## config.mk

```make
export PLATFORM = sky130hd
export DESIGN_NAME = event_request_unit
export DESIGN_NICKNAME = d
export VERILOG_FILES = /design/src/rtl/event_request_unit.sv
export SDC_FILE = /design/constraint.sdc
export NUM_CORES = 1
export LEC_CHECK = 0
export CELL_PAD_IN_SITES_DETAIL_PLACEMENT = 1
export CELL_PAD_IN_SITES_GLOBAL_PLACEMENT = 1
export CORE_UTILIZATION = 35
export DETAILED_ROUTE_END_ITERATION = 7
export GPL_TIMING_DRIVEN = 0
export PLACE_DENSITY = 0.84
export SETUP_SLACK_MARGIN = 0.5
export SYNTH_ARGS = -nofsm -noshare
export SYNTH_HDL_FRONTEND = slang
export SYNTH_SLANG_ARGS = --single-unit
```

## constraint.sdc

```tcl
create_clock -name clk -period 3.4 [get_ports clk]
set_clock_uncertainty 0.1 [all_clocks]
set_input_delay 0.68 -clock clk [delete_from_list [all_inputs] [get_ports clk]]
set_output_delay 0.68 -clock clk [all_outputs]
set_load 0.01 [all_outputs]
```

## src/rtl/event_request_unit.sv

```systemverilog
// Sticky rising-edge event capture with a fixed-priority req/ack
// request port and a sticky overflow flag.
module event_request_unit #(
  parameter int NUM_SRC = 3,
  parameter int ID_W    = 2
) (
  input  logic               clk,
  input  logic               rst_n,
  input  logic [NUM_SRC-1:0] src_in,
  input  logic [NUM_SRC-1:0] mask,
  input  logic               irq_ack,
  input  logic               ovf_clr,
  output logic               irq_req,
  output logic [ID_W-1:0]    irq_id,
  output logic [NUM_SRC-1:0] pending,
  output logic               overflow
);

  localparam logic [1:0] IDLE = 2'd0;
  localparam logic [1:0] REQ  = 2'd1;
  localparam logic [1:0] GAP  = 2'd2;

  logic [1:0]         state;
  logic [NUM_SRC-1:0] prev;
  logic [NUM_SRC-1:0] rise;
  logic [NUM_SRC-1:0] clr;
  logic [NUM_SRC-1:0] req_vec;
  logic [ID_W-1:0]    sel;
  logic               ack_fire;
  logic               ovf_set;

  always_comb begin
    rise     = src_in & ~prev;
    ack_fire = (state == REQ) && irq_ack;
    req_vec  = pending & ~mask;
    clr      = '0;
    sel      = '0;
    for (int i = 0; i < NUM_SRC; i++) begin
      if (ack_fire && irq_id == ID_W'(i))
        clr[i] = 1'b1;
    end
    // Scan downward so the lowest index wins.
    for (int i = NUM_SRC - 1; i >= 0; i--) begin
      if (req_vec[i])
        sel = ID_W'(i);
    end
    ovf_set = |(rise & pending & ~clr);
  end

  always_ff @(posedge clk or negedge rst_n) begin
    if (!rst_n) begin
      prev     <= '0;
      pending  <= '0;
      overflow <= 1'b0;
    end else begin
      prev     <= src_in;
      pending  <= rise | (pending & ~clr);
      overflow <= ovf_set | (overflow & ~ovf_clr);
    end
  end

  always_ff @(posedge clk or negedge rst_n) begin
    if (!rst_n) begin
      state   <= IDLE;
      irq_req <= 1'b0;
      irq_id  <= '0;
    end else begin
      unique case (state)
        IDLE: begin
          if (|req_vec) begin
            state   <= REQ;
            irq_req <= 1'b1;
            irq_id  <= sel;
          end
        end
        REQ: begin
          if (ack_fire) begin
            state   <= GAP;
            irq_req <= 1'b0;
          end
        end
        GAP: begin
          state <= IDLE;
        end
        default: begin
          state   <= IDLE;
          irq_req <= 1'b0;
        end
      endcase
    end
  end

endmodule

```

==> flow_summary.json <==
{
  "yosysWarnings": 0,
  "hold_path.class": "reg2reg",
  "min_from": "prev[1]$_DFF_PN0_",
  "slowest_delay_ns": 0.58,
  "ys_ff_latch": 12,
  "ir_worst_vdd_mv": 0.3947,
  "rsz0062_at_grt": "no",
  "netlist_instances": 46,
  "place_ws_ns": 1.299,
  "slowest_stage": "clkdlybuf4s50_1",
  "yosys.area.top_type": "dfrtp_1",
  "start_kind": "register",
  "cp.required_ns": 2.62,
  "gp_congestion": 0.6930,
  "cts_made_buffers": 3,
  "p_int_uw": 377.9,
  "swShare_pct": 34.43,
  "clk_latency_ns": 0.27,
  "cts_tree": "yes",
  "multi_input_area_sq_um": 207.7,
  "viasPerCell": 5.160,
  "grt_use_met1_pct": 16.72,
  "gr-total-overflow": 0,
  "grt_usage_pct": 18.56,
  "routed_wl_um": 1182,
  "critPathCaptureType": "output pin",
  "min_to": "pending[1]$_DFF_PN0_",
  "relSlewSlack_pct": 62.28,
  "netlist.area_leader.share_pct": 57.42,
  "postCtsSetupBuffers": 0,
  "slew_viol_final": 0,
  "fillers": 148,
  "drive_above_1_share_pct": 9.091,
  "path_class": "reg2out",
  "whs_path_depth": 1,
  "pin_count": 17,
  "final_hold_viol_count": 0,
  "worst_r2r_path_depth": 3,
  "synth.yosys.seq_area_share_pct": 57.42,
  "wl_per_cell_um": 14.59,
  "hold_buffers": 0,
  "max_cap_viol_count": 0,
  "area_growth_pct": 41.15,
  "h-tree-depth": 1,
  "seq_area_sq_um": 300.3,
  "crit_chain": "clkdlybuf4s50_1",
  "power_uw": 576.3,
  "rows": 13,
  "leakage_uw": 0.0003168,
  "ctsResizeCount": 0,
  "hpwl_um": 838.5,
  "syn-cell-area_sq_um": 523.0,
  "powerDensity_nw_per_um2": 780.7,
  "die-height_um": 40.66,
  "ys_top_cells_by_area": "dfrtp_1 57%, nor2b_1 6.0%, nand2b_1 4.8%",
  "timing.fmax_mhz": 475.4,
  "drtIter0Drc": 0,
  "reg2reg_to": "overflow$_DFF_PN0_",
  "worst-path-buf-inv": 1,
  "status": "complete, no violations",
  "grt_pass1_wl_um": 1787,
  "synth_cell_type_count": 18,
  "vias": 418,
  "setup_violations": 0,
  "cts_root_buf": "clkbuf_4",
  "seq_power_share_pct": 42.3,
  "core-area_sq_um": 1350,
  "worst_pin_slew_ns": 0.5641,
  "ff2ff_setup_slack_ns": 2.05,
  "worstReg2RegStart": "state[1]$_DFFE_PN0P_",
  "fin_crit_ns": 2.104,
  "firstDrtPassIters": 1,
  "yosysMostFrequentCell": "dfrtp_1",
  "fin_crit_sh_pct": 61.87,
  "io_buffer_count": 16,
  "synthArstFlopShare_pct": 100.0,
  "synthTopCellsByCount": "12 x dfrtp_1, 5 x nor2b_1, 5 x o21ai_0",
  "critPathMaxFanout": 7,
  "synth_edf_count": 0,
  "drtAntennaViolNets": 0,
  "p_sw_uw": 198.4,
  "grt_max_degree": 13,
  "diodes": 0,
  "crit_arrival_ns": 1.32,
  "use_met3_pct": 8.152,
  "cts_sinks": 12,
  "cpLargestDelayFamily": "buffers and inverters",
  "grt_pass1_vias": 421,
  "final.setup.tns_ns": 0,
  "syn_avg_cell_area_sq_um": 11.37,
  "combPwrFrac_pct": 37.7,
  "synth_flop_cell": "dfrtp_1",
  "antenna_found_initial": 0,
  "drc": 0,
  "grtUsageMet2_pct": 34.13,
  "timing.final.ws_setup_ns": 1.296,
  "path_clk_slew_ns": 0.08,
  "finalNetCount": 77,
  "dieArea_sq_um": 1653,
  "start_util_pct": 38.74,
  "power.share.clock_pct": 20.0,
  "grt.busiest_layer": "met2",
  "syn_nets": 56,
  "cts_buffer_depth": 2,
  "die_x_um": 40.66
}
## how the worst max path moves through the flow
stage | from | end | depth (start not counted)
2_1_floorplan | mask[1] | irq_id[0]$_DFFE_PN0P_ | 3
3_3_place_gp | irq_ack | overflow$_DFF_PN0_ | 4
3_5_place_dp | irq_ack | overflow$_DFF_PN0_ | 4
4_1_cts | irq_id[0]$_DFFE_PN0P_ | irq_id[0] | 1
5_1_grt | irq_id[1]$_DFFE_PN0P_ | irq_id[1] | 1
6_report | irq_id[0]$_DFFE_PN0P_ | irq_id[0] | 1
## per-layer routing
metal	vias to the layer above	share of wire [%]
met5	-	0
met4	0	0
met3	0	4.0
met2	9	52
met1	203	44
li1	206	-
## kinds of logic (layout without fill, tap and decap cells)
kind of cell,after synthesis,in the layout,share of synthesized area (%)
and+or+nand+nor,17,17,21.53
AOI/OAI and AO/OA,13,13,18.18
DFF,12,12,57.42
buffers and inverters,4,24,2.870
## stage by stage
| stage | instances | util, % | hold slack (ns) | cell area [sq um] |
|---|---|---|---|---|
| after detailed placement | 77 | 51.99 | 0.3653 | 701.9 |
| after CTS | 81 | 54.68 | 0.3730 | 738.2 |
| after floorplan | 46 | - | 0.2844 | 523.0 |
| after global placement | 77 | 51.99 | 0.3465 | 701.9 |
| final | 81 | 54.68 | 0.3766 | 738.2 |
| after global routing | 81 | 54.68 | 0.3992 | 738.2 |
## power by group through the flow
stage	sequential [uW]	combinational, uW	clock, uW
after floorplan	248	99.9	0
after global placement	241	210	0
after detailed placement	244	217	0
after CTS	245	221	120
after global routing	249	238	127
final	244	217	115
## placed cells by master, fill, tap and decap left out
cell             instances
inv_1                    4
o2111ai_1                1
o21a_1                   1
clkbuf_4                 3
nand4_1                  1
a22o_1                   1
or2b_1                   1
nand3b_4                 1
o21ai_0                  5
o31ai_2                  1
nand2_1                  2
o311ai_0                 2
nor3_1                   1
nor2_1                   1
dfrtp_1                 12
nand2b_1                 4
clkbuf_8                 1
nor2b_1                  5
and2_1                   1
o31ai_1                  2
clkdlybuf4s50_1         16
## sequential cells by signal, summed over array words and instances (netlist names)
signal	cells
irq_id	2
overflow	1
irq_req	1
prev	3
state	2
pending	3
## worst reg2reg max path, delay by kind of cell (launching register included)
family	cells	cell delay, ns
AOI/OAI and AO/OA	1	0.34
DFF	1	0.42
and+or+nand+nor	2	0.35
## cell type report
| cell class | instances | area share, % |
|---|---|---|
| repair buffers | 16 | 21.69 |
| inverters | 4 | 2.034 |
| flip-flops and latches | 12 | 40.68 |
| clock buffers | 4 | 4.915 |
| well taps | 15 | 2.542 |
| multi-input cells | 30 | 28.14 |
Note: power is estimated with default switching activity, not from simulation.
